### src/rtl/id_stage_if.sv
// -----------------------------------------------------------------------------
// id_stage_if
//   Bundles the fetch/writeback-facing signals of the decode stage.
//   master : the fetch/writeback side (drives inst, pc, wb_*; sees branch and
//            ID/EX results).
//   slave  : the decode stage itself.
// Signals:
//   inst, pc                  fetched instruction word and its PC
//   wb_en, wb_addr, wb_data   register-file write port from writeback
//   branch_control/alu, br_pc branch resolution returned to fetch
//   ex_*                      registered ID/EX contents for execute
// -----------------------------------------------------------------------------
interface id_stage_if #(
    parameter int PCW = 11
);
    logic [31:0]    inst;
    logic [PCW-1:0] pc;
    logic           wb_en;
    logic [3:0]     wb_addr;
    logic [31:0]    wb_data;

    logic           branch_control;
    logic           branch_alu;
    logic [PCW-1:0] br_pc;

    logic           ex_valid;
    logic [3:0]     ex_opcode;
    logic [3:0]     ex_rd;
    logic [31:0]    ex_a;
    logic [31:0]    ex_b;
    logic [31:0]    ex_imm;
    logic [PCW-1:0] ex_pc;

    modport master (
        output inst, pc, wb_en, wb_addr, wb_data,
        input  branch_control, branch_alu, br_pc,
        input  ex_valid, ex_opcode, ex_rd, ex_a, ex_b, ex_imm, ex_pc
    );

    modport slave (
        input  inst, pc, wb_en, wb_addr, wb_data,
        output branch_control, branch_alu, br_pc,
        output ex_valid, ex_opcode, ex_rd, ex_a, ex_b, ex_imm, ex_pc
    );
endinterface

### src/rtl/id_stage.sv
// -----------------------------------------------------------------------------
// id_stage
//   Instruction-decode stage. Registers the fetched instruction into IF/ID,
//   reads a 16x32 register file (r0 hard-wired to zero, write-through bypass),
//   resolves BEQZ / B branches for fetch and flushes the wrong-path slot on a
//   taken branch, then registers decoded operands into ID/EX.
// Ports:
//   clk    rising-edge clock
//   reset  asynchronous, active-low; clears pipeline registers and regfile
//   bus    id_stage_if.slave (fetch inputs, writeback port, branch and
//          ID/EX outputs)
// -----------------------------------------------------------------------------
module id_stage #(
    parameter int NREG = 16,
    parameter int PCW  = 11
) (
    input  logic       clk,
    input  logic       reset,
    id_stage_if.slave  bus
);

    localparam logic [3:0] OP_BEQZ = 4'b0110;
    localparam logic [3:0] OP_B    = 4'b1000;

    // IF/ID pipeline register
    logic [31:0]    id_inst_q, id_inst_d;
    logic [PCW-1:0] id_pc_q,   id_pc_d;
    logic           id_valid_q, id_valid_d;

    // ID/EX pipeline register
    logic           ex_valid_q;
    logic [3:0]     ex_opcode_q;
    logic [3:0]     ex_rd_q;
    logic [31:0]    ex_a_q;
    logic [31:0]    ex_b_q;
    logic [31:0]    ex_imm_q;
    logic [PCW-1:0] ex_pc_q;

    logic [31:0] rf_q [NREG];

    // Decoded fields of the instruction sitting in ID
    logic [3:0]  id_opcode, id_rd, id_rs, id_rt;
    logic [15:0] id_imm16;

    assign id_opcode = id_inst_q[31:28];
    assign id_rd     = id_inst_q[27:24];
    assign id_rs     = id_inst_q[23:20];
    assign id_rt     = id_inst_q[19:16];
    assign id_imm16  = id_inst_q[15:0];

    // Register read with write-through bypass so a same-cycle writeback is
    // visible to the instruction in ID (including a BEQZ testing it).
    logic [31:0] rs_val, rt_val;

    always_comb begin
        // NOTE: every combinational output gets a default first so no path
        // leaves it unassigned and a latch can never be inferred.
        rs_val = '0;
        rt_val = '0;
        if (id_rs != 4'd0) begin
            if (bus.wb_en && bus.wb_addr == id_rs) rs_val = bus.wb_data;
            else                                   rs_val = rf_q[id_rs];
        end
        if (id_rt != 4'd0) begin
            if (bus.wb_en && bus.wb_addr == id_rt) rt_val = bus.wb_data;
            else                                   rt_val = rf_q[id_rt];
        end
    end

    // Branch resolution, gated by id_valid so bubbles and reset never branch.
    logic           branch_control, branch_alu, take;
    logic [PCW-1:0] br_target;

    always_comb begin
        branch_control = 1'b0;
        branch_alu     = 1'b0;
        if (id_valid_q) begin
            case (id_opcode)
                OP_BEQZ: begin
                    branch_control = 1'b1;
                    branch_alu     = (rs_val == 32'd0);
                end
                OP_B: begin
                    branch_control = 1'b1;
                    branch_alu     = 1'b1;
                end
                default: ;
            endcase
        end
    end

    assign take = branch_control & branch_alu;

    // Target wraps modulo 2^PCW; only the low PCW bits of imm16 contribute.
    assign br_target = id_pc_q + PCW'(1) + id_imm16[PCW-1:0];

    // IF/ID next state: a taken branch replaces the wrong-path fetch with a bubble.
    always_comb begin
        id_inst_d  = bus.inst;
        id_pc_d    = bus.pc;
        id_valid_d = 1'b1;
        if (take) begin
            id_inst_d  = '0;
            id_pc_d    = '0;
            id_valid_d = 1'b0;
        end
    end

    // NOTE: sequential state uses non-blocking assignments so every register
    // samples the pre-edge values regardless of statement order.
    always_ff @(posedge clk or negedge reset) begin
        if (!reset) begin
            id_inst_q  <= '0;
            id_pc_q    <= '0;
            id_valid_q <= 1'b0;
        end else begin
            id_inst_q  <= id_inst_d;
            id_pc_q    <= id_pc_d;
            id_valid_q <= id_valid_d;
        end
    end

    // NOTE: the register file is deliberately reset (reset must clear all 16
    // entries), which rules out mapping it onto a RAM macro; it is flops.
    always_ff @(posedge clk or negedge reset) begin
        if (!reset) begin
            for (int i = 0; i < NREG; i++) rf_q[i] <= '0;
        end else if (bus.wb_en && bus.wb_addr != 4'd0) begin
            rf_q[bus.wb_addr] <= bus.wb_data;
        end
    end

    // ID/EX: bubbles propagate with ex_valid=0; branches pass with ex_valid=1.
    always_ff @(posedge clk or negedge reset) begin
        if (!reset) begin
            ex_valid_q  <= 1'b0;
            ex_opcode_q <= '0;
            ex_rd_q     <= '0;
            ex_a_q      <= '0;
            ex_b_q      <= '0;
            ex_imm_q    <= '0;
            ex_pc_q     <= '0;
        end else begin
            ex_valid_q  <= id_valid_q;
            ex_opcode_q <= id_opcode;
            ex_rd_q     <= id_rd;
            ex_a_q      <= rs_val;
            ex_b_q      <= rt_val;
            ex_imm_q    <= {{16{id_imm16[15]}}, id_imm16};
            ex_pc_q     <= id_pc_q;
        end
    end

    // br_pc is only meaningful for a branch; hold it at zero otherwise so the
    // idle/reset value is clean.
    assign bus.branch_control = branch_control;
    assign bus.branch_alu     = branch_alu;
    assign bus.br_pc          = branch_control ? br_target : '0;

    assign bus.ex_valid  = ex_valid_q;
    assign bus.ex_opcode = ex_opcode_q;
    assign bus.ex_rd     = ex_rd_q;
    assign bus.ex_a      = ex_a_q;
    assign bus.ex_b      = ex_b_q;
    assign bus.ex_imm    = ex_imm_q;
    assign bus.ex_pc     = ex_pc_q;

endmodule

### src/flat_wrapper.sv
// flat-port wrapper written by rule: the top's interface ports become plain ports
module id_stage_flat 
#(
    parameter int NREG = 16,
    parameter int PCW  = 11
)
  (clk, reset, bus_inst, bus_pc, bus_wb_en, bus_wb_addr, bus_wb_data, bus_branch_control, bus_branch_alu, bus_br_pc, bus_ex_valid, bus_ex_opcode, bus_ex_rd, bus_ex_a, bus_ex_b, bus_ex_imm, bus_ex_pc);
  id_stage_if #(.PCW(PCW)) bus_i ();
  input  logic clk;
  input  logic reset;
  input wire logic [$bits(bus_i.inst)-1:0] bus_inst;
  input wire logic [$bits(bus_i.pc)-1:0] bus_pc;
  input wire logic [$bits(bus_i.wb_en)-1:0] bus_wb_en;
  input wire logic [$bits(bus_i.wb_addr)-1:0] bus_wb_addr;
  input wire logic [$bits(bus_i.wb_data)-1:0] bus_wb_data;
  output wire logic [$bits(bus_i.branch_control)-1:0] bus_branch_control;
  output wire logic [$bits(bus_i.branch_alu)-1:0] bus_branch_alu;
  output wire logic [$bits(bus_i.br_pc)-1:0] bus_br_pc;
  output wire logic [$bits(bus_i.ex_valid)-1:0] bus_ex_valid;
  output wire logic [$bits(bus_i.ex_opcode)-1:0] bus_ex_opcode;
  output wire logic [$bits(bus_i.ex_rd)-1:0] bus_ex_rd;
  output wire logic [$bits(bus_i.ex_a)-1:0] bus_ex_a;
  output wire logic [$bits(bus_i.ex_b)-1:0] bus_ex_b;
  output wire logic [$bits(bus_i.ex_imm)-1:0] bus_ex_imm;
  output wire logic [$bits(bus_i.ex_pc)-1:0] bus_ex_pc;
  assign bus_i.inst = bus_inst;
  assign bus_i.pc = bus_pc;
  assign bus_i.wb_en = bus_wb_en;
  assign bus_i.wb_addr = bus_wb_addr;
  assign bus_i.wb_data = bus_wb_data;
  assign bus_branch_control = bus_i.branch_control;
  assign bus_branch_alu = bus_i.branch_alu;
  assign bus_br_pc = bus_i.br_pc;
  assign bus_ex_valid = bus_i.ex_valid;
  assign bus_ex_opcode = bus_i.ex_opcode;
  assign bus_ex_rd = bus_i.ex_rd;
  assign bus_ex_a = bus_i.ex_a;
  assign bus_ex_b = bus_i.ex_b;
  assign bus_ex_imm = bus_i.ex_imm;
  assign bus_ex_pc = bus_i.ex_pc;
  id_stage #(.NREG(NREG), .PCW(PCW)) u_core (.clk(clk), .reset(reset), .bus(bus_i));
endmodule
### config.mk
export PLATFORM = sky130hd
export DESIGN_NAME = id_stage_flat
export DESIGN_NICKNAME = d
export VERILOG_FILES = /design/src/rtl/id_stage_if.sv /design/src/rtl/id_stage.sv /design/src/flat_wrapper.sv
export SDC_FILE = /design/constraint.sdc
export NUM_CORES = 1
export LEC_CHECK = 0
export ABC_AREA = 0
export BUFFER_PORTS_ARGS = -buffer_cell sky130_fd_sc_hd__buf_2
export CAP_MARGIN = 0
export CORE_MARGIN = 5
export CORE_UTILIZATION = 35
export DETAILED_ROUTE_END_ITERATION = 8
export PLACE_DENSITY_LB_ADDON = 0.12
export REMOVE_ABC_BUFFERS = 1
export SETUP_SLACK_MARGIN = 0.15
export SYNTH_ARGS = -nofsm -noshare
export SYNTH_HDL_FRONTEND = slang
export SYNTH_SLANG_ARGS = --single-unit
### constraint.sdc
create_clock -name clk -period 4.2 [get_ports clk]
set_input_delay 0.63 -clock clk [delete_from_list [all_inputs] [get_ports clk]]
set_output_delay 0.63 -clock clk [all_outputs]
set_load 0.02 [all_outputs]
==> metrics.md <==
| Metric | Value |
|---|---|
| Number of setup violations in the final report | 1 |
| Yosys cell types | 57 |
| WHS | between 0.04 and 0.05 ns |
| RSZ-0062 raised after global routing | true |
| Top_reg_cell synth | dfrtp_1 |
| Port bufs | 210 |
| #FFs+latches synth | 656 |
| # diodes | 0 |
| Routed WL per cell | a little under 30 um |
| Die Y | ~310 um |
| P&R area growth vs syn | 17.2% |
| Max cap viols | 0 |
| Setup ws final | -0.452 ns |
| EDFF count, synth | 0 |
| Setup crit start kind | register |
| Synth warnings | 0 |
| Worst hold path type | in -> async |
| Sequential area share after synthesis | about half |
| Gpl congestion | around 0.81 |
| Die ar. | between 90000 and 100000 um2 |
| Post-DP HPWL | 65200 um |
| I/O pins | approximately 210 |
| Hold Fails Final Rpt | 0 |
| CTS H-tree depth | 3 |
| Fin crit share | 111% |
| Crit Path Class | reg -> out |
| Clock transition at the registers of the reported paths | 0.05 ns |
| Commonest cells in the netlist | dfrtp_1 (656), mux2_2 (484), mux4_2 (289) |
| Die Span X | between 300 and 400 um |
| Clock root cell | clkbuf_16 |
| Cell Rows | ~110 |
| Most frequent cell after synthesis | dfrtp_1 |
| WL final | between 100000 and 150000 um |
| Initial core utilization | approximately a third |
| Vias | ~20000 |
| Filler Cell Count | between 8000 and 9000 |
| Routed vias/inst | around 5.7 |
| Skew final | about 0.029 ns |
| Worst Path Max Fanout | 15 |
| CTS tree | built |
| Crit-path slowest cell | or4b_4 |
| Required time of the critical path | 3.57 ns |
| Drt first-iter violations | ~1600 |
| Initial antenna violation count | 0 |
| Max Buffers Root-to-Sink | 3 |
| Final Critical Period | 4.65 ns |
| Vias in the first global route | 22000 |
| Lkg Pwr | 16.2 nW |
| DRT Pass-1 Iters | 5 |
| Final-stage net count | around 2400 |
| Cells along the critical path | buf_8, buf_12, mux4_2, mux4_2, a22oi_2, o2111ai_2, or4b_4, nor4_4, a31oi_4, buf_12, inv_2, buf_2 |
| Share of layout cells above drive strength 1 | between 50% and 60% |
| Yosys top cell area share | roughly 51% |
| Syn_area_per_cell | ~15 um2 |
| Cell area after layout | between 30000 and 40000 um2 |
| Top cell type by total area after synthesis | dfrtp_1 |
| Fin Setup TNS | -0.452 ns |
| Slew @ Worst Pin | 0.934 ns |
| Overflow after GRT | 0 |
| Antenna viol nets, final | 0 |
| Core Region | roughly 92000 um2 |
| Largest cells by area after synthesis | dfrtp_1 (51%), mux4_2 (20%), mux2_2 (17%), clkbuf_1 (1.8%), nand2_1 (1.5%) |
| Pin count of the biggest net entering global routing | ~110 |
| Maximum vdd drop | 0.298 mV |
| Status | finished, violations left |
| Slew headroom | roughly 38% |
| Mapped cell area | 32300 um2 |
| Max Clk Rate | ~210 MHz |
| Setup slack at placement | 0.0263 ns |
| Clk Latency, worst-skew pair | between 0.6 and 0.7 ns |
| Endpoint class of the critical path | output pin |
| FFs w/ async S/R, synth | between 90% and 100% |
| Failing checks | setup timing |
| Num CTS Buffers | just under 80 |
| Area after DPL | roughly 35000 um2 |
| Largest stage delay, worst path | 0.54 ns |
| Cells after synthesis | approximately 2200 |
| CTS sink cnt | roughly 660 |
| Crit path DAT | approximately 4 ns |
| Pwr Density | between 500 and 600 nW/um2 |
| # DRC | 0 |
| Global-route wire length before repair | around 160000 um |
| GRT Total Usage | 21.2% |
| Max-slew violation count | 0 |
| Power Total | 0.0202 W |
| R2R setup slack | around 0.44 ns |
==> layer usage <==
layer	up-vias	track usage, %	wire [um]
li1	8432	-	-
met1	11100	30.4	46600
met2	664	33.1	48700
met3	141	4.42	6550
met4	0	5.92	2660
met5	-	0	0
==> worst paths after layout <==
path                                                       end                           start  depth (start not counted)
worst max-delay path                            bus_branch_alu  u_core.id_inst_q[20]$_DFF_PN0_                         12
worst min-delay path              u_core.rf_q[272]$_DFFE_PN0P_                           reset                          1
worst max register to register  u_core.id_inst_q[25]$_DFF_PN0_  u_core.id_inst_q[20]$_DFF_PN0_                         12
worst min register to register   u_core.bus.ex_rd[1]$_DFF_PN0_  u_core.id_inst_q[25]$_DFF_PN0_                          0
max in group asynchronous       u_core.id_inst_q[18]$_DFF_PN0_                           reset                          2
min in group clk                 u_core.id_inst_q[0]$_DFF_PN0_                     bus_inst[0]                          2
==> worst max-delay path, delay by kind of cell, from the launching register on <==
kind | cells | cell delay (ns)
muxes | 2 | 1.03
AOI/OAI and AO/OA | 3 | 0.48
and+or+nand+nor | 2 | 0.74
DFF | 1 | 0.43
buffers and inverters | 5 | 0.69
==> repair_timing <==
item,CTS,global route
cloned,1,0
endpoints found under the setup margin,2,3
hold buffers,0,0
endpoints found under the hold margin,0,0
gates resized for setup,10,10
setup buffers,9,0
pin swaps,1,1
==> cell type report <==
class	count	area [um2]	share of cell area [%]
clock buffer	117	2310	6.10
timing repair buffer	336	2360	6.23
tap	1186	1480	3.92
sequential	656	16400	43.4
inverter	15	56.3	0.149
multi-input combinational	1245	14900	39.4
clock inverter	24	298	0.786
==> logic make-up after synthesis <==
| family | share of synthesized area [%] |
|---|---|
| mux | 37.5 |
| flops | 50.8 |
| simple gates | 4.49 |
| buf+inv | 3.48 |
| compound gates | 3.02 |
| fa+ha+maj | 0.449 |
| xor+xnor | 0.271 |
==> registers in the layout (all words and copies together) (netlist names) <==
register,flops
u_core.bus.ex_opcode,4
u_core.id_pc_q,11
u_core.bus.ex_a,32
u_core.bus.ex_pc,11
u_core.bus.ex_valid,1
u_core.bus.ex_b,32
u_core.id_valid_q,1
u_core.bus.ex_rd,4
u_core.rf_q,512
u_core.id_inst_q,32
u_core.bus.ex_imm,16
==> where the power goes <==
| group | switching (W) | internal, W |
|---|---|---|
| logic | 0.00203 | 0.00259 |
| clock network | 0.00274 | 0.00417 |
| registers | 0.000989 | 0.00765 |
==> cell usage in the layout (no fill, tap or decap), types with 13 or more instances in the layout <==
| cell | count |
|---|---|
| clkbuf_1 | 20 |
| a21oi_1 | 63 |
| inv_1 | 13 |
| and2_4 | 38 |
| nor2_1 | 31 |
| mux4_2 | 289 |
| buf_4 | 97 |
| buf_12 | 23 |
| mux2i_1 | 15 |
| a22oi_1 | 29 |
| buf_2 | 209 |
| dfrtp_1 | 648 |
| mux2_2 | 484 |
| clkbuf_8 | 17 |
| nand2_1 | 132 |
| clkbuf_16 | 80 |
==> metrics by stage <==
| stage | utilization, % | instances |
|---|---|---|
| global placement | 38.3 | 3428 |
| CTS | 41.3 | 3579 |
| floorplan | - | 1916 |
| global route | 41.3 | 3579 |
| detailed placement | 38.3 | 3428 |
| finish | 41.3 | 3579 |
(Power assumes the default switching activity.)
